File: config.mk
export PLATFORM = sky130hd
export DESIGN_NAME = rr_decode_arbiter
export DESIGN_NICKNAME = d
export VERILOG_FILES = /design/src/rtl/rr_decode_arbiter.sv
export SDC_FILE = /design/constraint.sdc
export NUM_CORES = 1
export LEC_CHECK = 0
export BUFFER_PORTS_ARGS = -buffer_cell sky130_fd_sc_hd__buf_2
export CORE_ASPECT_RATIO = 2
export CORE_MARGIN = 4
export CORE_UTILIZATION = 25
export CTS_BUF_LIST = sky130_fd_sc_hd__clkbuf_8
export DETAILED_ROUTE_END_ITERATION = 6
export PLACE_DENSITY = 0.41
export SYNTH_ARGS = -nofsm -noshare
export SYNTH_HDL_FRONTEND = slang
export SYNTH_SLANG_ARGS = --single-unit
export TNS_END_PERCENT = 30
File: constraint.sdc
create_clock -name clk -period 5.87 [get_ports clk]
set_input_delay 1.174 -clock clk [delete_from_list [all_inputs] [get_ports clk]]
set_output_delay 1.174 -clock clk [all_outputs]
set_load 0.05 [all_outputs]
File: src/rtl/rr_decode_arbiter.sv
// Eight-way round-robin arbiter with a per-grant hold limit and a one-cycle
// break-before-make gap between grants; all outputs are registered.
module rr_decode_arbiter #(
  parameter int MAX_HOLD = 15
) (
  input  logic       clk,
  input  logic       rst,
  input  logic [7:0] req,
  output logic [7:0] grant,
  output logic [2:0] grant_idx,
  output logic       grant_en,
  output logic       timeout
);

  typedef enum logic [1:0] {
    IDLE  = 2'd0,
    GRANT = 2'd1,
    GAP   = 2'd2
  } state_t;

  localparam logic [7:0] HOLD_LAST = 8'(MAX_HOLD - 1);

  state_t     state_r, state_s;
  logic [2:0] idx_r, idx_s;
  logic [2:0] last_r, last_s;
  logic [7:0] cnt_r, cnt_s;
  logic [7:0] grant_r, grant_s;
  logic       en_r, en_s;
  logic       tmo_r, tmo_s;
  logic [2:0] base_s;
  logic [3:0] pick_s;

  // First set request strictly after 'last', wrapping 7 -> 0; bit 3 = found.
  function automatic logic [3:0] rr_pick(input logic [7:0] r, input logic [2:0] last);
    logic [3:0] res;
    logic [2:0] k;
    res = 4'd0;
    for (int i = 8; i >= 1; i--) begin
      k = last + 3'(i);
      if (r[k]) begin
        res = {1'b1, k};
      end else begin
        res = res;
      end
    end
    return res;
  endfunction

  // Next-state and next-output logic.
  always_comb begin
    state_s = state_r;
    idx_s   = idx_r;
    last_s  = last_r;
    cnt_s   = cnt_r;
    en_s    = 1'b0;
    tmo_s   = 1'b0;
    // Leaving GAP the grantee becomes 'last', so GAP arbitrates from idx_r
    // directly and a pending request is granted without an extra dead cycle.
    if (state_r == GAP) begin
      base_s = idx_r;
    end else begin
      base_s = last_r;
    end
    pick_s = rr_pick(req, base_s);

    case (state_r)
      IDLE, GAP: begin
        if (state_r == GAP) begin
          last_s = idx_r;
        end else begin
          last_s = last_r;
        end
        if (pick_s[3]) begin
          idx_s   = pick_s[2:0];
          cnt_s   = 8'd0;
          en_s    = 1'b1;
          state_s = GRANT;
        end else begin
          state_s = IDLE;
        end
      end
      GRANT: begin
        if (!req[idx_r]) begin
          state_s = GAP;
        end else if (cnt_r == HOLD_LAST) begin
          state_s = GAP;
          tmo_s   = 1'b1;
        end else begin
          cnt_s = cnt_r + 8'd1;
          en_s  = 1'b1;
        end
      end
      default: begin
        state_s = IDLE;
      end
    endcase

    if (en_s) begin
      grant_s = 8'd1 << idx_s;
    end else begin
      grant_s = 8'd0;
    end
  end

  // State and output registers with asynchronous reset.
  always_ff @(posedge clk or posedge rst) begin
    if (rst) begin
      state_r <= IDLE;
      idx_r   <= 3'd0;
      last_r  <= 3'd7;
      cnt_r   <= 8'd0;
      grant_r <= 8'd0;
      en_r    <= 1'b0;
      tmo_r   <= 1'b0;
    end else begin
      state_r <= state_s;
      idx_r   <= idx_s;
      last_r  <= last_s;
      cnt_r   <= cnt_s;
      grant_r <= grant_s;
      en_r    <= en_s;
      tmo_r   <= tmo_s;
    end
  end

  assign grant     = grant_r;
  assign grant_idx = idx_r;
  assign grant_en  = en_r;
  assign timeout   = tmo_r;

endmodule

---- Word-level counts from Yosys, hierarchy flattened ----
Cells that the tools add are included.
word-level totals
  logic and storage cells ................. 81
  register bits after elaboration ......... 26
cells by class
  add/sub/neg operators ................... 8
  muxes and demuxes ....................... 45
  reductions and logical operators ........ 4
  order comparisons ....................... 9
  shift-type cells ........................ 1
  equal/unequal tests ..................... 7
operators with widths
  cell                 count
  $lt 3x4->1 const B   9
  $mux 4               8
  $mux 8               4
  $bmux 1 s3           9
  $mux 1               16
  $pmux 8 s2           1
  $add 3x3->3 const B  4
  $mux 3               3
  $add 8x1->8 const B  1
  $eq 8x4->1 const B   1
  $shl 1x3->8 const A  1
  $add 3x2->3 const B  2
  $ne 2x2->1 const B   3
  $mux 2               2
  $pmux 2 s2           1
  $reduce_and 4->1     1
  $add 3x1->3 const B  1
  $ne 3x3->1 const B   1
  $eq 2x1->1 const B   1
  $eq 2x2->1 const B   1
  $logic_not 2->1      1
  $pmux 1 s2           1
  $reduce_bool 2->1    1
  $reduce_or 2->1      1

---- Logic depth before layout (Yosys ltp) ----
Gate-level depths: netlist (run 1).
  depth after elaboration ................. 16
  mapped depth ............................ 13

---- Worst setup path before layout (run 1) ----
OpenSTA, ideal clock, no wires.
  kind .................................... register -> register
  start point ............................. register idx_r[1] (netlist: grant_idx[1])
  end point ............................... register grant_r[7] (netlist: grant[7])
  cell stages (with the launch flop) ...... 13
  library setup time ...................... 68 ps
  path buffers ............................ 2
  data required time ...................... 5802 ps
  clock period less this slack ............ 3842 ps
  arrival ................................. 3775 ps
  path slack .............................. 2028 ps
  path through ............................ dfrtp_1 > clkbuf_1 > and3b_1 > a21oi_1 > clkbuf_1 > inv_1 > ha_1 > xnor2_2 > mux4_2 > nor3b_1 > a211oi_2 > or3b_4 > and3b_1
between the ends
  cells in the longest elaborated chain, start to end .. 15
  elaborated cells on any way between the ends .. 41
  classes of those cells .................. 7 x add/sub; 1 x shift; 33 x mux
RTL lines
  element                                                 line    RTL
  start, declared                                         24      logic [2:0] idx_r, idx_s;
  start signal, assigned                                  117     idx_r <= idx_s;
  $mux 3                                                  -
  $add 3x3->3 or $bmux 1 s3 (tied branches)               39, 40
  $bmux 1 s3 or $mux 1 (tied branches)                    40      if (r[k]) begin
  $mux 1 (implied by the code) or $mux 4 (tied branches)  40
  $mux 4 (7 in a row)                                     40
  $mux 3                                                  73      if (pick_s[3]) begin
  $mux 3                                                  66      case (state_r)
  $shl 1x3->8                                             99      grant_s = 8'd1 << idx_s;
  $mux 8 *                                                98      if (en_s) begin
  via grant_s[7]                                          27      logic [7:0] grant_r, grant_s;
  end signal, assigned                                    120     grant_r <= grant_s;
  end, declared                                           27
The timed path passes the listed nets; every way through them passes the cells marked *. The select of a mux whose other input is x is not followed.
A chain may end at the register's enable or synchronous reset.

---- Final worst setup path (run 1) ----
  start point ............................. register state_r[1]
  end point ............................... register grant_r[1] (netlist: grant[1])
between the ends
  cells in the longest elaborated chain, start to end .. 16
  elaborated cells on any way between the ends .. 42
  classes of those cells .................. 7 x add/sub; 2 x eq/ne; 1 x shift; 30 x mux; 2 x reduce/logical
RTL lines
  element                                                 line    RTL
  start, declared                                         23      state_t state_r, state_s;
  start signal, assigned                                  116     state_r <= state_s;
  $eq 2x2->1                                              59, 66
  $mux 3                                                  -
  $add 3x3->3 or $bmux 1 s3 (tied branches)               39, 40
  $bmux 1 s3 or $mux 1 (tied branches)                    40
  $mux 1 (implied by the code) or $mux 4 (tied branches)  40
  $mux 4 (7 in a row)                                     40
  $mux 3                                                  73
  $mux 3 *                                                66
  via idx_s[0]                                            24
  $shl 1x3->8 *                                           99
  $mux 8 *                                                98
  via grant_s[1]                                          27
Marked as above.

==> summary.md, run 1 <==
The number of instances in the synthesized netlist was 234; the setup fix buffers added after clock tree synthesis was 0. The routed layout has 1971 vias. The tools report the routed wire length as 6958 um.

The filler cells instantiated in the layout total 966. After detailed routing, the number of remaining DRC violations is 0. Critical path data arrival time: 4.49 ns. The critical path is of the reg2reg type. The clock-pin slew on the worst setup and hold paths is 0.09 ns. The post-detailed-route count of antenna-violating nets was 0; the average cell area after synthesis was 9.454 um^2.

For this design, the CTS-stage hold fixing added 0 buffers. The cell area after placement was 0.002425 mm^2. The number of buffer and inverter instances along the worst setup path is 1, and the number of nets in the synthesized netlist is 247. The detailed-placement wirelength estimate was 5488 um; the number of antenna violations at the first check in global routing was 0. Among all stages on the critical path, the largest delay is contributed by mux2i_4. The share of synthesized area in the top cell type comes to 26.02%.

Setup repair after global routing left no endpoint under its margin. Counting cells, the worst reg-to-reg path comes to 10. The logs give 0.008648 mm^2 for the standard cell core area and 0 for the post-CTS resize count. For the clock sink count, the log shows 26.

The transition time at the pin with the least slew margin was 0.9617 ns; the pin count of the biggest net entering global routing was 27. The global placement routability congestion came out at 0.8028. The multi-input combinational cells in the finished layout cover a total of 0.001454 mm^2. The signal on the critical path passes through nor2b_2 -> mux2i_4 -> inv_4 -> ha_1 -> xnor2_2 -> mux4_2 -> a21oi_1 -> o311ai_1 -> o32ai_2 -> nor3b_1. Setup violations remaining at the end of the flow were counted as 0.

The floorplan step set the die height to 141.0 um. The sequential cells in the finished layout cover a total of 654.4 um^2. The later pin in the worst-skew pair is clocked with a latency of 0.28 ns. The cell depth of the worst min-delay path is 1, and the global-route wire length before repair is 10870 um. The run finished with clean final reports. TritonCTS created 3 clock buffers. In this run the deepest clock path goes through 2 buffers. The tools report the worst slew slack as a fraction of its limit as 34.05%. For the worst setup path, the data required time is 6.07 ns. In this run the worst path has a maximum fanout of 17.

The tools report the cell at the root of the clock tree as clkbuf_8. The type of the most critical hold path was reg2reg. In the layout the commonest cells are 23 x dfrtp_1, 22 x buf_2, 18 x nand2_1, 17 x mux2i_1, 13 x nor2_1.

The tools report the number of design-rule violations left by the first detailed-router iteration as 184. The sequential area share after synthesis came out at 29.58%. STA classifies the critical path startpoint as a register.

Ranked by total cell area, the synthesized netlist is headed by dfrtp_1 26%, mux2i_1 7.7%, mux2_2 5.1%. The tools report the number of nets at the end of the flow as 266. The number of max-cap violations was 0; the die outline width was 74.52 um.

The largest total area in the synthesized netlist belongs to dfrtp_1. The detailed-routing iteration count for the pre-antenna-repair pass came out at 4. The die covers 0.01051 mm^2. The nature of the critical path endpoint is a register. Ratio of routed vias to standard cells: 5.599. The number of storage elements in the synthesis netlist was 26; the share of async-settable or async-resettable flops after synthesis was 100.0%.

The delay contributed by the slowest stage of the critical path was 0.70 ns. The total non-filler cell area in the finished layout was 0.002470 mm^2. The total overflow left after global routing is 0. The number of buffers added on ports was 22; the worst clock skew was 0.003863 ns. The synthesized area is 0.002212 mm^2, and the all-layer global routing usage is 13.81%.

For the final routed database, the setup TNS stands at 0 ns. The number of flops mapped to enable cells by yosys works out to 0. The logs give 23 for the top-level port count and 0 for the hold violation total from the final report.

Relative to the synthesized area, the layout overhead comes to 11.65%. The kind of cell adding the most delay to the critical path was multiplexers. Row generation in the floorplan step produced 48 rows. The repair_antennas step left the layout with diodes totalling 0.

The CTS H-tree depth was 1; the cell depth of the worst setup path was 10. In the final routed layout, each cell accounts on average for 19.77 um. The via count of the first global-routing pass is 1998, and the portion of the clock cycle consumed by the worst path in the final layout is 73.00%. The run gives 0 as the total count of max-transition violations in the final report.

Based on the critical path, the design can be clocked at up to 233.4 MHz. TritonCTS built the clock tree. Most common cell after layout, fill and taps aside: dfrtp_1.

The number of different library cells used by synthesis comes to 63. In the synthesized netlist the dominant register cell turns out to be dfrtp_1. The smallest clock period supported by the final layout is computed as 4.285 ns.

The fraction of layout instances using a drive strength above 1 came out at 24.21%. For the total of warnings raised by yosys, the log shows 0. The initial utilization of the core area, before any placement, comes to 25.58%.
[kinds of logic after synthesis]
| group | synth area share [%] |
|---|---|
| flip-flops | 29.58 |
| AND/OR/NAND/NOR | 19.51 |
| buffers and inverters | 4.695 |
| adder cells (fa/ha/maj) | 1.697 |
| XOR/XNOR | 3.903 |
| AO/OA/AOI/OAI | 20.48 |
| multiplexers | 20.14 |
[per-stage QoR]
step	hold WS, ns	setup WS, ns	util, %	std cells
2_1_floorplan	0.4523	2.028	-	234
3_3_place_gp	0.4747	1.684	28.04	348
3_5_place_dp	0.4751	1.620	28.04	348
4_1_cts	0.4889	1.599	28.56	352
5_1_grt	0.5050	1.291	28.56	352
6_report	0.4986	1.585	28.56	352
[worst paths after layout]
kind / startpoint / to / slack [ns]
max: state_r[1]$_DFFE_PP0P_ / grant[1]$_DFF_PP0_ / 1.58
min: cnt_r[7]$_DFFE_PP0P_ / timeout$_DFF_PP0_ / 0.50
max reg2reg: state_r[1]$_DFFE_PP0P_ / grant[1]$_DFF_PP0_ / 1.58
min reg2reg: cnt_r[7]$_DFFE_PP0P_ / timeout$_DFF_PP0_ / 0.50
max in group asynchronous: rst / state_r[1]$_DFFE_PP0P_ / 4.16
min in group asynchronous: rst / grant_idx[1]$_DFF_PP0_ / 1.11
[area by class of cell]
| type | count | share of cell area [%] |
|---|---|---|
| clock buffer | 3 | 1.672 |
| timing repair buffer | 26 | 5.674 |
| inverter | 13 | 2.077 |
| multi-input combinational | 183 | 58.87 |
| sequential | 26 | 26.49 |
| tap | 100 | 5.066 |
| clock inverter | 1 | 0.1520 |
[flip-flops by register name (all words and copies together), names as in the netlist]
register,count
cnt_r,8
grant,8
grant_en,1
grant_idx,3
last_r,3
state_r,2
timeout,1
[per-layer routing]
metal	share of wire [%]	GRT usage, %	vias up
li1	-	-	926
met1	35	13.38	976
met2	58	26.50	51
met3	2.2	0.9993	18
met4	4.6	8.349	0
met5	0	0	-
[Yosys cell counts, types with 2 or more instances]
master	n
a2111o_1	2
nor2_1	13
a21o_1	3
ha_1	3
nor3_1	12
dfstp_2	3
nand3_1	7
and3_1	3
a21oi_1	10
nor3b_1	6
dfrtp_1	23
mux2i_1	17
and3b_1	3
mux2_2	10
mux4_2	5
a211oi_1	7
mux2i_2	2
nand2b_1	3
a32oi_1	2
o22ai_1	2
o21ai_0	6
o31ai_1	4
nor4_1	2
nand2_1	18
or4b_2	2
xor2_1	4
o211ai_1	2
a31oi_1	2
xnor2_1	4
inv_1	11
clkbuf_1	11
Power of run 1 is left out: the tool's default activity adds up to more than one toggle a clock period on the data nets, which glitch-free logic cannot reach.
==> run 2, diff against run 1 <==
Settings changed: PLACE_DENSITY 0.41 to 0.43.
Clock period 5.87 ns to 3.9 ns, I/O delays scaled along.
==> summary.md, run 2 (synthesis results as in run 1) <==
The initial core utilization was 25.58% (unchanged). The TritonCTS buffer count was 3 (unchanged); the wire length the detailed router placed on met1 was 2345 um (was 2445 um). The post-CTS resize count is 0 (unchanged). The run finished with clean final reports. The logs give 0 (unchanged) for the number of setup violations in the final report and 4.12 ns (was 6.07 ns) for the required time at the worst-slack endpoint. The tools report the end point of the most critical hold path as timeout$_DFF_PP0_ (unchanged). The reg-to-reg endpoint is grant[7]$_DFF_PP0_ (was grant[1]$_DFF_PP0_). The number of max-cap violations was 0 (unchanged); the worst slew slack as a fraction of its limit was 33.98% (was 34.05%). TritonCTS built the clock tree. The DRC violations left is 0 (unchanged). For the global-route wire length before repair, the log shows 11550 um (was 10870 um). The remaining global-route overflow was 0 (unchanged).

The routed wire length came out at 7288 um (was 6958 um). Type of the most critical hold path: reg2reg (unchanged). Most common cell after layout, fill and taps aside: dfrtp_1 (unchanged). Post-detailed-route count of antenna-violating nets: 0 (unchanged).

The run gives 26 (unchanged) as the clock sink count. The post-synthesis to final-layout area growth was 16.06% (was 11.65%); the critical path data arrival time was 3.80 ns (was 4.49 ns). The area of the die is 0.01051 mm^2 (unchanged). The hold violation total from the final report is 0 (unchanged), and the all-layer global routing usage is 14.79% (was 13.81%).

The logs give 27 (unchanged) for the pin count of the biggest net entering global routing and 2096 (was 1998) for the via count of the first global-routing pass. The vertical die dimension is 141.0 um (unchanged). The number of buffers added on ports was 22 (unchanged); the detailed-placement wirelength estimate was 6007 um (was 5488 um).

The logs give 4225 um (was 4033 um) for the met2 wire length and 0 (unchanged) for the total count of max-transition violations in the final report. The number of inserted diodes is 0 (unchanged), and the die outline width is 74.52 um (unchanged). Clock-pin slew on the worst setup and hold paths: 0.09 ns (about the same). The detailed-routing iteration count for the pre-antenna-repair pass was 4 (unchanged). The source-to-sink clock delay at the later pin of the worst-skew pair is 0.28 ns (about the same), and the setup fix buffers added after clock tree synthesis is 0 (unchanged). The ratio of routed vias to standard cells is 5.504 (was 5.599), and the detailed-route via count is 2009 (was 1971). The portion of the clock cycle consumed by the worst path in the final layout is 91.73% (was 73.00%), and the standard cell core area is 0.008648 mm^2 (unchanged).

Transition time at the pin with the least slew margin: 0.9891 ns (was 0.9617 ns). The wire length per cell is 19.97 um (was 19.77 um), and the total number of placement rows is 48 (unchanged). The uppermost layer routed is met4 (unchanged).

The tools report the worst clock skew as 0.002942 ns (was 0.003863 ns). The type of the worst setup path was reg2reg (unchanged). Most frequent cells in the layout: 23 x dfrtp_1, 22 x buf_2, 18 x nand2_1, 17 x mux2i_1, 17 x buf_4 (was 23 x dfrtp_1, 22 x buf_2, 18 x nand2_1, 17 x mux2i_1, 13 x nor2_1). The cell at the root of the clock tree was clkbuf_8 (unchanged). The tools report the startpoint type of the worst setup path as a register (unchanged). The minimum clock period after layout is 3.578 ns (was 4.285 ns).

Setup repair after global routing left no endpoint under its margin. The total negative setup slack was 0 ns (unchanged); the logic depth of the worst register-to-register path was 11 (was 10). The startpoint of the tightest hold check path was cnt_r[7]$_DFFE_PP0P_ (unchanged).

The run gives 0 (unchanged) as the number of buffers inserted for hold repair after clock tree synthesis. The number of antenna violations at the first check in global routing is 0 (unchanged), and the fraction of layout instances using a drive strength above 1 is 27.92% (was 24.21%). The tools report the number of design-rule violations left by the first detailed-router iteration as 73 (was 184). The top-level port count is 23 (unchanged).

The run gives 279 (was 266) as the number of nets at the end of the flow. The cell depth of the worst min-delay path was 1 (unchanged); the CTS H-tree depth was 1 (unchanged). The maximum clock rate is 279.5 MHz (was 233.4 MHz), and the buffer levels on the longest clock path is 2 (unchanged). Maximum fanout count along the critical path: 16 (was 17). For the routed length on met3, the log shows 155 um (unchanged).

Worst reg2reg path startpoint: state_r[1]$_DFFE_PP0P_ (unchanged). The global placement routability congestion was 0.9415 (was 0.8028); the slack of the worst reg-to-reg path was 0.32 ns (was 1.58 ns). Nature of the critical path endpoint: a register (unchanged).
[run 2: cell types whose count changed in the layout (fill, tap and decap cells not counted)]
cell   before  now
buf_4       4   17
[run 2: metrics by stage]
step                setup slack, ns  area, um^2  cells  hold WS (ns)  util [%]
finish                       0.3224        2567    365        0.4943     29.69
global route                0.09226        2567    365        0.5299     29.69
CTS                          0.3126        2567    365        0.5017     29.69
detailed placement           0.3434        2522    361        0.4928     29.17
global placement             0.3057        2522    361        0.4821     29.17
floorplan                   0.05760        2212    234        0.4523         -
[run 2: worst max-delay path: stages (launching register included)]
cell and delay (ns):
dfrtp_1 0.41, nor2b_2 0.42, mux2i_4 0.36, buf_4 0.23, mux2i_1 0.46, buf_4 0.22, nand4b_4 0.10, o41a_4 0.46
nand4b_1 0.16, a211oi_2 0.08, or3b_4 0.40, and3b_1 0.21
[run 2: area by class of cell]
| class | count | area [um^2] |
|---|---|---|
| Fill cell | 938 | 6081 |
| Multi-Input combinational cell | 183 | 1454 |
| Sequential cell | 26 | 654.4 |
| Timing Repair Buffer | 39 | 237.7 |
| Tap cell | 100 | 125.1 |
| Inverter | 13 | 51.30 |
| Clock buffer | 3 | 41.29 |
| Clock inverter | 1 | 3.754 |
[run 2: worst max-delay path by stage]
stage / from / to / slack [ns] / depth (start not counted)
after floorplan: grant_idx[1]$_DFF_PP0_ / grant[7]$_DFF_PP0_ / 0.06 / 12
after global placement: state_r[0]$_DFFE_PP0P_ / grant[2]$_DFF_PP0_ / 0.31 / 11
after detailed placement: state_r[0]$_DFFE_PP0P_ / grant[7]$_DFF_PP0_ / 0.34 / 11
after CTS: state_r[1]$_DFFE_PP0P_ / grant[6]$_DFF_PP0_ / 0.31 / 11
after global routing: state_r[0]$_DFFE_PP0P_ / grant[6]$_DFF_PP0_ / 0.09 / 11
final: state_r[1]$_DFFE_PP0P_ / grant[7]$_DFF_PP0_ / 0.32 / 11
[run 2: per-layer routing]
| metal | vias up | global-route usage, % |
|---|---|---|
| li1 | 955 | - |
| met1 | 963 | 13.82 |
| met2 | 59 | 27.66 |
| met3 | 32 | 1.071 |
| met4 | 0 | 11.44 |
| met5 | - | 0 |
Power of run 2 is left out for the same reason.
